<file path="config.mk">
export PLATFORM = sky130hd
export DESIGN_NAME = xt_hb_system_timer
export DESIGN_NICKNAME = d
export VERILOG_FILES = /design/src/rtl/xt_hb_system_timer_pkg.sv /design/src/rtl/xt_tick_gen.sv /design/src/rtl/xt_hb_system_timer.sv
export SDC_FILE = /design/constraint.sdc
export NUM_CORES = 1
export LEC_CHECK = 0
export CORE_MARGIN = 3
export CORE_UTILIZATION = 45
export CTS_BUF_LIST = sky130_fd_sc_hd__clkbuf_2
export DETAILED_ROUTE_END_ITERATION = 8
export GPL_ROUTABILITY_DRIVEN = 0
export MAX_ROUTING_LAYER = met4
export PLACE_DENSITY = 0.75
export SLEW_MARGIN = 0
export SYNTH_ARGS = -nofsm -noshare
export SYNTH_HDL_FRONTEND = slang
export SYNTH_SLANG_ARGS = --single-unit
</file>
<file path="constraint.sdc">
create_clock -name hb_clk -period 6.9 [get_ports hb_clk]
set_input_delay 0.69 -clock hb_clk [delete_from_list [all_inputs] [get_ports hb_clk]]
set_output_delay 0.69 -clock hb_clk [all_outputs]
set_load 0.02 [all_outputs]
</file>
<file path="src/rtl/xt_hb_system_timer_pkg.sv">
// XT_BUS shared types plus SYSTEM_TIMER register map.
//   hb_slave_t : shared request from the HB domain decoder (raddr, waddr, wdata)
//   sel_t      : per-slave read/write strobes
//   MTIME_LO..MTIMECMP_HI : word offsets relative to the timer base word
package xt_hb_system_timer_pkg;

    localparam int unsigned HB_AW  = 32;
    localparam int unsigned HB_DW  = 32;
    localparam int unsigned WIDX_W = 6;

    typedef struct packed {
        logic [HB_AW-1:0] raddr;
        logic [HB_AW-1:0] waddr;
        logic [HB_DW-1:0] wdata;
    } hb_slave_t;

    typedef struct packed {
        logic ren;
        logic wen;
    } sel_t;

    localparam int unsigned MTIME_LO    = 0;
    localparam int unsigned MTIME_HI    = 1;
    localparam int unsigned MTIMECMP_LO = 2;
    localparam int unsigned MTIMECMP_HI = 3;

    typedef enum logic [2:0] {
        REG_MTIME_LO    = 3'(MTIME_LO),
        REG_MTIME_HI    = 3'(MTIME_HI),
        REG_MTIMECMP_LO = 3'(MTIMECMP_LO),
        REG_MTIMECMP_HI = 3'(MTIMECMP_HI),
        REG_NONE        = 3'd4
    } reg_sel_e;

    // Map an absolute word index onto a timer register; anything outside base..base+3 is REG_NONE.
    function automatic reg_sel_e decode_word(input logic [WIDX_W-1:0] widx,
                                             input int unsigned        base);
        int unsigned idx;
        idx = 32'(widx);
        if (idx < base || (idx - base) > 32'd3) begin
            return REG_NONE;
        end
        return reg_sel_e'(3'(idx - base));
    endfunction

endpackage

</file>
<file path="src/rtl/xt_tick_gen.sv">
// Prescaler: asserts tick once every PRESCALE clocks (every clock when PRESCALE=1).
//   hb_clk : clock
//   hb_rst : synchronous active-high reset, counter returns to 0
//   tick   : high in the cycle where the counter sits at PRESCALE-1
module xt_tick_gen #(
    parameter int unsigned PRESCALE = 1
) (
    input  logic hb_clk,
    input  logic hb_rst,
    output logic tick
);

    localparam int unsigned CW = (PRESCALE > 1) ? $clog2(PRESCALE) : 1;

    logic [CW-1:0] pcnt;

    assign tick = (pcnt == CW'(PRESCALE - 1));

    // Counter 0..PRESCALE-1, wrapping on tick.
    always_ff @(posedge hb_clk) begin
        if (hb_rst) begin
            pcnt <= '0;
        end else if (tick) begin
            pcnt <= '0;
        end else begin
            pcnt <= pcnt + CW'(1);
        end
    end

endmodule

</file>
<file path="src/rtl/xt_hb_system_timer.sv">
// SYSTEM_TIMER slave on XT_HB: 64-bit mtime / mtimecmp with a level timer interrupt.
//   hb_clk    : bus clock
//   hb_rst    : synchronous active-high reset
//   xt_hb     : shared request (word index = addr[7:2])
//   hb_sel    : ren/wen strobes for this slave
//   hb_rdata  : registered read data, held until the next ren
//   timer_irq : registered level interrupt, mtime >= mtimecmp
module xt_hb_system_timer
    import xt_hb_system_timer_pkg::*;
#(
    parameter int unsigned PRESCALE        = 1,
    parameter int unsigned MTIME_BASE_WORD = 5
) (
    input  logic        hb_clk,
    input  logic        hb_rst,
    input  hb_slave_t   xt_hb,
    input  sel_t        hb_sel,
    output logic [31:0] hb_rdata,
    output logic        timer_irq
);

    logic        tick;
    logic [63:0] mtime;
    logic [63:0] mtimecmp;
    logic [31:0] hi_snap;
    reg_sel_e    rsel;
    reg_sel_e    wsel;
    logic [31:0] lo_inc;
    logic        wr_lo;
    logic        wr_hi;
    logic        unused_addr_bits;

    xt_tick_gen #(
        .PRESCALE (PRESCALE)
    ) u_tick (
        .hb_clk (hb_clk),
        .hb_rst (hb_rst),
        .tick   (tick)
    );

    assign rsel   = decode_word(xt_hb.raddr[7:2], MTIME_BASE_WORD);
    assign wsel   = decode_word(xt_hb.waddr[7:2], MTIME_BASE_WORD);
    assign wr_lo  = hb_sel.wen && (wsel == REG_MTIME_LO);
    assign wr_hi  = hb_sel.wen && (wsel == REG_MTIME_HI);
    // Low-word increment used when the high word is overwritten; its carry is dropped.
    assign lo_inc = mtime[31:0] + 32'(tick);

    assign unused_addr_bits = ^{xt_hb.raddr[31:8], xt_hb.raddr[1:0],
                                xt_hb.waddr[31:8], xt_hb.waddr[1:0]};

    // mtime: a write to either half takes priority over the carry chain.
    always_ff @(posedge hb_clk) begin
        if (hb_rst) begin
            mtime <= '0;
        end else if (wr_lo) begin
            mtime[31:0] <= xt_hb.wdata;
        end else if (wr_hi) begin
            mtime[63:32] <= xt_hb.wdata;
            mtime[31:0]  <= lo_inc;
        end else if (tick) begin
            mtime <= mtime + 64'(1);
        end
    end

    // mtimecmp halves.
    always_ff @(posedge hb_clk) begin
        if (hb_rst) begin
            mtimecmp <= '1;
        end else if (hb_sel.wen) begin
            if (wsel == REG_MTIMECMP_LO) begin
                mtimecmp[31:0] <= xt_hb.wdata;
            end
            if (wsel == REG_MTIMECMP_HI) begin
                mtimecmp[63:32] <= xt_hb.wdata;
            end
        end
    end

    // Read path samples pre-write values; a lo read also snapshots the hi word.
    always_ff @(posedge hb_clk) begin
        if (hb_rst) begin
            hb_rdata <= '0;
            hi_snap  <= '0;
        end else if (hb_sel.ren) begin
            unique case (rsel)
                REG_MTIME_LO: begin
                    hb_rdata <= mtime[31:0];
                    hi_snap  <= mtime[63:32];
                end
                REG_MTIME_HI:    hb_rdata <= hi_snap;
                REG_MTIMECMP_LO: hb_rdata <= mtimecmp[31:0];
                REG_MTIMECMP_HI: hb_rdata <= mtimecmp[63:32];
                default:         hb_rdata <= '0;
            endcase
        end
    end

    // Level interrupt from the current register values.
    always_ff @(posedge hb_clk) begin
        if (hb_rst) begin
            timer_irq <= 1'b0;
        end else begin
            timer_irq <= (mtime >= mtimecmp);
        end
    end

endmodule

</file>
# After elaboration in Yosys (flattened, before gate mapping)
# Cells that the tools add are included.
[classes] add_sub_neg=5 n_lt_le_gt_ge=5 n_eq_ne=8 mux=10 n_bitwise=2 n_reduce_logical=11
[op_table] operator="$mux W64" count=2
[op_table] operator="$pmux W32 S4" count=1
[op_table] operator="$add A64 B1 Y64 const B" count=1
[op_table] operator="$ge A64 B64 Y1" count=1
[op_table] operator="$gt A32 B2 Y1 const B" count=2
[op_table] operator="$add A32 B1 Y32" count=1
[op_table] operator="$mux W32" count=1
[op_table] operator="$sub A6 B3 Y7 const B" count=2
[op_table] operator="$eq A3 B2 Y1 const B" count=4
[op_table] operator="$lt A6 B3 Y1 const B" count=2
[op_table] operator="$mux W3" count=4
[op_table] operator="$reduce_and A2 Y1" count=4
[op_table] operator="$eq A3 B1 Y1 const B" count=2
[op_table] operator="$logic_not A3 Y1" count=2
[op_table] operator="$ne A3 B3 Y1 const B" count=1
[op_table] operator="$logic_and A1 B1 Y1" count=2
[op_table] operator="$logic_or A1 B1 Y1" count=2
[op_table] operator="$mux W1" count=2
[op_table] operator="$ne A2 B2 Y1 const B" count=1
[op_table] operator="$not A1 Y1" count=2
[op_table] operator="$reduce_or A2 Y1" count=1
[op_table] operator="$add A1 B1 Y1 const B" count=1
[totals] regBits=194 input_bits=100 output_inout_bits=33 word_cells=49

# Depth between registers and ports, before layout
# Gate-level depths: netlist of run 1.
[depth] word_depth=9 mapped_depth=11 mapped_depth_nobuf=8

# Cells and area by module
# A second synthesis of run 1 with hierarchy kept.
[unflattened] cells_unflattened=1290 hier_area_um2=10475.0
[by_module_without_submodules] module="xt_hb_system_timer" instances=1 cells_each=1287 area_each_um2=10447.5 seq_area_each_um2=3863.7
[by_module_without_submodules] module="xt_tick_gen" instances=1 cells_each=3 area_each_um2=27.5 seq_area_each_um2=20.0

# Worst setup path before layout of run 1
# Ideal clock, no wire load.
[synth_path] path_kind="in2reg" startpoint="in xt_hb[34] (netlist bit)" endpoint="reg mtime[10]" setup_ps=75 t_arrival_ps=2766 t_required_ps=6825 path_slack_ps=4059 stages=11 n_path_buf=4 path_cell_list="clkbuf_1 -> inv_1 -> ha_1 -> xor2_1 -> and4_1 -> buf_2 -> a21oi_2 -> buf_2 -> buf_1 -> a22oi_1 -> a31oi_1"
[synth_between] elab_chain_cells=9 elab_cells_between_ends=13 classes_between="add/sub: 1; order compare: 2; eq/ne: 2; mux: 4; reduce/logical: 4"
[synth_rtl] item="from (decl)" line="xt_hb_system_timer.sv:16" text="input hb_slave_t xt_hb,"
[synth_rtl] item="$sub A6 B3 Y7" line="xt_hb_system_timer_pkg.sv:43" text="return reg_sel_e'(3'(idx - base));"
[synth_rtl] item="$gt A32 B2 Y1" line="xt_hb_system_timer_pkg.sv:40" text="if (idx < base || (idx - base) > 32'd3) begin"
[synth_rtl] item="$logic_or A1 B1 Y1" line="xt_hb_system_timer_pkg.sv:40"
[synth_rtl] item="$mux W1" line="xt_hb_system_timer_pkg.sv:40"
[synth_rtl] item="$mux W3 *" line="xt_hb_system_timer_pkg.sv:43"
[synth_rtl] item="$eq A3 B1 Y1" line="xt_hb_system_timer.sv:44" text="assign wr_hi = hb_sel.wen && (wsel == REG_MTIME_HI);"
[synth_rtl] item="$logic_and A1 B1 Y1" line="xt_hb_system_timer.sv:44"
[synth_rtl] item="$mux W64" line="xt_hb_system_timer.sv:57" text="end else if (wr_hi) begin"
[synth_rtl] item="$mux W32" line="xt_hb_system_timer.sv:55" text="end else if (wr_lo) begin"
[synth_rtl] item="to (signal assigned)" line="xt_hb_system_timer.sv:56" text="mtime[31:0] <= xt_hb.wdata;"
[synth_rtl] item="to (signal assigned)" line="xt_hb_system_timer.sv:59" text="mtime[31:0] <= lo_inc;"
[synth_rtl] item="to (signal assigned)" line="xt_hb_system_timer.sv:61" text="mtime <= mtime + 64'(1);"
[synth_rtl] item="to (decl)" line="xt_hb_system_timer.sv:23" text="logic [63:0] mtime;"
# Mark *: on every way between the ends. The rest lies on a longest branch, timed or not.
# A chain may end at the register's enable or synchronous reset.

# Worst setup path in the final report of run 1
[layout_path] startpoint="in xt_hb[34] (netlist bit)" endpoint="reg mtime[31]"
# Same word-level chain as after synthesis.

==> results.toml, run 1 <==
[power_and_ir_drop]
power_switching_w = 0.000581
power_frac_seq_pct = 56.3
ir_drop_v = 0.0000980
pwr_density_cell_mw_per_mm2 = 160
combPwrFrac_pct = 10.8
p_sw_share_pct = 28.4
pwr-share-clk_pct = 32.9
p_leak_nw = 4.94
internal_power_w = 0.00146
power_w = 0.00204

[place]
io_buffers = 80
placedInstanceArea_sq_mm = 0.0125
hpwlAfterDp_um = 26000

[worst_setup_path]
critPathMaxFanout = 60
cp.required_ns = 7.65
crit_type = "in -> reg"
start_kind = "primary input"
worst_setup_path_end_kind = "flop"
critical_path_arrival_ns = 4.26

[layout]
area_growth_pct = 11.0
fin_area_sq_mm = 0.0128
fillers = 2303
layout-drive-gt1-share_pct = 6.79
nets = 1601

[timing]
fin_crit_ns = 3.51
max_freq_mhz = 285
period_share_pct = 50.8
tightestPinTransition_ns = 1.24
hold_viol_final = 0
tns_ns = 0
slew_violations = 0
fin_skew_ns = 0.0601
grt_setup_unrepaired = "false"
setup_viol = 0
max-slew-margin-rel_pct = 16.6

[routing]
initialDrtViolationCount = 1641
vias = 11549
drt-total-wl_um = 37500
dr.pass1.iters = 8
ant_nets = 0
routedWlPerCell_um = 21.2
post-route-drc-count = 0
vias_per_cell = 6.53

[clock_network]
path_clk_slew_ns = 0.27
worstSkewPairLatency_ns = 0.81
cts_buffer_depth = 2
cts_resized = 0
root_buffer = "clkbuf_2"
h-tree-depth = 4
cts_tree = "yes"
clkSinkCount = 194
cts_buffers = 17
post_cts_buffers = 0
hold_buffers = 0

[global_routing]
grt_max_degree = 65
grt_overflow = 0
grtUsageTotal_pct = 26.8
grt_pass1_wl_um = 58300
grt_pass1_vias = 10407
grt_antenna_before_repair = 2

[synthesis]
ys_ff_latch = 194
synth_top_family_by_area = "compound AO/OA/AOI/OAI gates"
syn-num-nets = 1588
synth_area_leaders = "dfxtp_1, ha_1, nand2_1, o211ai_1, a21oi_1"
syn_area_sq_mm = 0.0115
yosys.area.top_type = "dfxtp_1"
synth-main-ff-cell = "dfxtp_1"
synth.top_cell.area_share_pct = 33.7
yosys.area_share.adder_pct = 7.71
ys_async_sr_fraction_pct = 0
synthXorXnorAreaFrac_pct = 0.304
synth.area.mux_share_pct = 5.70
synth-compound-area-share_pct = 24.0
synthSimpleGateAreaFrac_pct = 22.3
synth_edf_count = 0
syn_area_per_cell_sq_um = 8.13
syn_inst = 1417
ys_types = 78
ys_seq_area_share_pct = 33.7
yosys_warnings = 0

[die]
die_x_um = 166
num_rows = 57
die_h_um = 166
die_area_sq_mm = 0.0276
initial_core_util_pct = 46.6
core_sq_mm = 0.0247
ios = 133

[min_path]
hold_class = "in -> reg"

[status]
outcome = "completed"

[job]
drv_cap = 0
worst paths after layout:
kind,from,end,slack (ns),cells past startpoint
max,xt_hb[34],mtime[31],3.39,11
min reg2reg,hb_rdata[29],hb_rdata[29],0.47,2
min,hb_rst,hi_snap[13],0.44,2
max reg2reg,mtime[46],timer_irq,4.01,7
Yosys cell counts (6+ instances only):
cell,instances
a22o_1,16
clkbuf_1,77
nor4_2,6
nand4_1,45
o21ai_1,25
a21o_1,9
and2_1,8
o21a_1,6
nor4_1,29
dfxtp_1,194
nor3_1,23
ha_1,71
and3_1,21
or4_1,8
nand2_1,210
o21ai_0,53
mux4_2,13
nand3_1,71
o211ai_1,72
a211oi_1,13
buf_2,19
a22oi_1,43
mux2i_1,33
and4_1,10
o22ai_1,15
a21oi_1,84
buf_1,8
o311ai_0,6
a31oi_1,22
inv_1,80
nor2_1,38
or3_1,6
stage by stage:
step / util (%) / hold slack [ns] / setup WS [ns] / instances
after detailed placement: 50.5 / 0.441 / 2.62 / 1735
after global placement: 50.5 / 0.437 / 2.73 / 1735
final: 51.7 / 0.439 / 3.39 / 1769
after CTS: 51.7 / 0.411 / 3.48 / 1767
after global routing: 51.7 / 0.412 / 3.16 / 1769
after floorplan: - / 0.433 / 4.06 / 1417
critical path, cell delays in order:
cell,delay [ns]
clkdlybuf4s50_1,0.62
inv_1,0.10
ha_1,0.21
xor2_1,0.19
nand4_1,0.33
nor2_4,0.18
buf_4,0.52
o21ai_2,0.37
buf_4,0.34
or4_1,0.52
a31oi_1,0.16
logic make-up after synthesis:
logic type,count (synthesis)
other,1
DFF,194
adders and majority gates,71
AOI/OAI and AO/OA,414
xor gates and xnor gates,4
buffers and inverters,185
and+or+nand+nor,499
muxes,49
power groups by stage:
stage	combinational, W	sequential (W)	clock (W)
after floorplan	0.000124	0.00116	0
after global placement	0.000212	0.00117	0
after detailed placement	0.000215	0.00117	0
after CTS	0.000216	0.00115	0.000673
after global routing	0.000235	0.00115	0.000716
final	0.000220	0.00115	0.000672
area by class of cell:
class / instances / area [sq um] / share of cell area [%]
well taps: 324 / 405 / 3.17
diodes: 2 / 5.00 / 0.0391
multi-input cells: 1038 / 6980 / 54.5
clock buffers: 18 / 90.1 / 0.704
inverters: 80 / 300 / 2.35
repair buffers: 99 / 933 / 7.29
flip-flops and latches: 194 / 3880 / 30.3
clock inverters: 14 / 201 / 1.57
flip-flops by register name, indices dropped and copies added (netlist names):
register / cells
mtimecmp: 64
mtime: 64
hb_rdata: 32
timer_irq: 1
hi_snap: 32
u_tick.pcnt: 1
cell usage in the layout, fill, tap and decap left out, types with 5 or more instances in the layout:
master,count
a211oi_1,13
a21o_1,9
a21oi_1,84
a222oi_1,5
a22o_1,16
a22oi_1,43
a31oi_1,22
and2_1,8
and3_1,21
and4_1,10
buf_4,19
clkbuf_2,18
clkdlybuf4s50_1,78
dfxtp_1,194
ha_1,70
inv_1,79
mux2i_1,33
mux4_2,13
nand2_1,210
nand3_1,71
nand4_1,45
nor2_1,35
nor3_1,20
nor4_1,29
nor4_2,5
o211ai_1,72
o21a_1,6
o21ai_0,53
o21ai_1,24
o22ai_1,15
o311ai_0,6
or3_1,6
or4_1,8
per-layer routing:
metal	track usage [%]	wire, um
met1	36.6	16100
met2	40.8	16800
met3	4.67	3540
met4	7.99	1040
met5	-	0
(Power assumes the default switching activity.)
==> inputs of run 2 (changes only) <==
- PLACE_DENSITY: 0.75 -> 0.78
- clock period: 6.9 -> 3.1 ns (I/O delays scaled with it)
==> results.toml, run 2 (synthesis gave the netlist of run 1 again) <==
[routing]
top_layer_used = "met4"
post-route-drc-count = 0
drt-total-wl_um = 38500
vias = 11863
dr.pass1.iters = 6
met3WireLength_um = 4520
initialDrtViolationCount = 1518
routed-wl-met2_um = 17000
routedWlPerCell_um = 21.1
vias_per_cell = 6.50
wl_met1_um = 15600
ant_nets = 0

[clock_network]
post_cts_buffers = 0
cts_resized = 0
worstSkewPairLatency_ns = 0.77
path_clk_slew_ns = 0.27
root_buffer = "clkbuf_2"
cts_buffers = 17
cts_buffer_depth = 2
h-tree-depth = 4
clkSinkCount = 194
cts_tree = "yes"
hold_buffers = 0

[global_routing]
grt_max_degree = 65
grt_pass1_vias = 11095
grt_antenna_before_repair = 1
grt_pass1_wl_um = 60600
grt_overflow = 0
grtUsageTotal_pct = 27.5

[die]
core_sq_mm = 0.0247
die_x_um = 166
initial_core_util_pct = 46.6
num_rows = 57
ios = 133
die_h_um = 166
die_area_sq_mm = 0.0276

[power_and_ir_drop]
internal_power_w = 0.00312
combPwrFrac_pct = 12.3
ir_drop_v = 0.000302
power_switching_w = 0.00127
p_leak_nw = 5.24
p_sw_share_pct = 29.0
power_frac_seq_pct = 58.0
pwr_density_cell_mw_per_mm2 = 332
pwr-share-clk_pct = 29.7

[timing]
max_freq_mhz = 367
tns_ns = 0
period_share_pct = 87.9
fin_crit_ns = 2.72
fin_skew_ns = 0.0441
tightestPinTransition_ns = 1.07
grt_setup_unrepaired = "false"
slew_violations = 0
hold-worst-slack_ns = 0.126
max-slew-margin-rel_pct = 28.3
hold_viol_final = 0
setup_viol = 0

[worst_setup_path]
max_stage_delay_ns = 0.58
cp.required_ns = 3.76
rr_startpoint = "mtime[4]"
worst_setup_path_end_kind = "flop"
crit_type = "reg -> reg"
start_kind = "flop"
critPathMaxFanout = 7
critPathLaunch = "mtime[4]"
crit_chain = "buf_4 > nand4_1 > nor4_1 > nand4_1 > nor4_1 > mux2i_1 > o22ai_1"
critical_path_arrival_ns = 3.38
slowest_stage = "nor4_1"

[layout]
reg_top3 = "mtime: 64 flops, mtimecmp: 64 flops"
area_growth_pct = 15.0
mostFrequentLayoutCell = "nand2_1"
nets = 1658
layout-drive-gt1-share_pct = 10.3
fin_area_sq_mm = 0.0133
layout.cells.non_filler = 1825
fillers = 2244
final_cell_mix = "nand2_1, dfxtp_1, a21oi_1"

[job]
drv_cap = 0

[min_path]
worstHoldStart = "hb_rst"
hold_class = "in -> reg"

[place]
placedInstanceArea_sq_mm = 0.0130
hpwlAfterDp_um = 27900
dp_cells = 1792
io_buffers = 80

[status]
outcome = "completed"
==> run 2: per-layer routing <==
layer  up-vias  global-route usage (%)
met4         0                    10.4
met2       766                    40.9
met1      5552                    36.5
met5         -                       -
met3        96                    6.47
li1       5449                       -
==> run 2: path summary, 6_finish.rpt <==
path,endpoint,slack [ns],cells past startpoint
max,mtime[62],0.38,7
min,hb_rdata[21],0.13,4
max reg2reg,mtime[62],0.38,7
min reg2reg,hb_rdata[9],0.47,2
==> run 2: worst max-delay path, delay by kind of cell, from the launching register on <==
kind,cells,cell delay [ns]
simple gates,4,1.58
flops,1,0.52
compound gates,1,0.09
mux,1,0.24
buf+inv,1,0.19
==> run 2: power groups by stage <==
stage	clock network, W	registers, W	logic (W)
2_1_floorplan	0	0.00259	0.000276
3_3_place_gp	0	0.00259	0.000516
3_5_place_dp	0	0.00259	0.000525
4_1_cts	0.00130	0.00255	0.000527
5_1_grt	0.00139	0.00256	0.000574
6_report	0.00131	0.00255	0.000541
==> run 2: layout make-up <==
type | count | area, sq um | share of cell area, %
antenna | 1 | 2.50 | 0.0189
clock buffer | 21 | 105 | 0.793
clock inverter | 11 | 126 | 0.954
inverter | 80 | 300 | 2.27
multi-input combinational | 1038 | 6980 | 52.7
sequential | 194 | 3880 | 29.3
tap | 324 | 405 | 3.06
timing repair buffer | 156 | 1450 | 10.9
==> run 2: stage by stage <==
| step | total power (W) | setup WS (ns) | utilization [%] |
|---|---|---|---|
| 4_1_cts | 0.00438 | 0.466 | 53.5 |
| 6_report | 0.00440 | 0.376 | 53.5 |
| 3_3_place_gp | 0.00311 | 0.0900 | 52.6 |
| 5_1_grt | 0.00452 | 0.263 | 53.5 |
| 2_1_floorplan | 0.00286 | 0.639 | - |
| 3_5_place_dp | 0.00312 | 0.0352 | 52.6 |
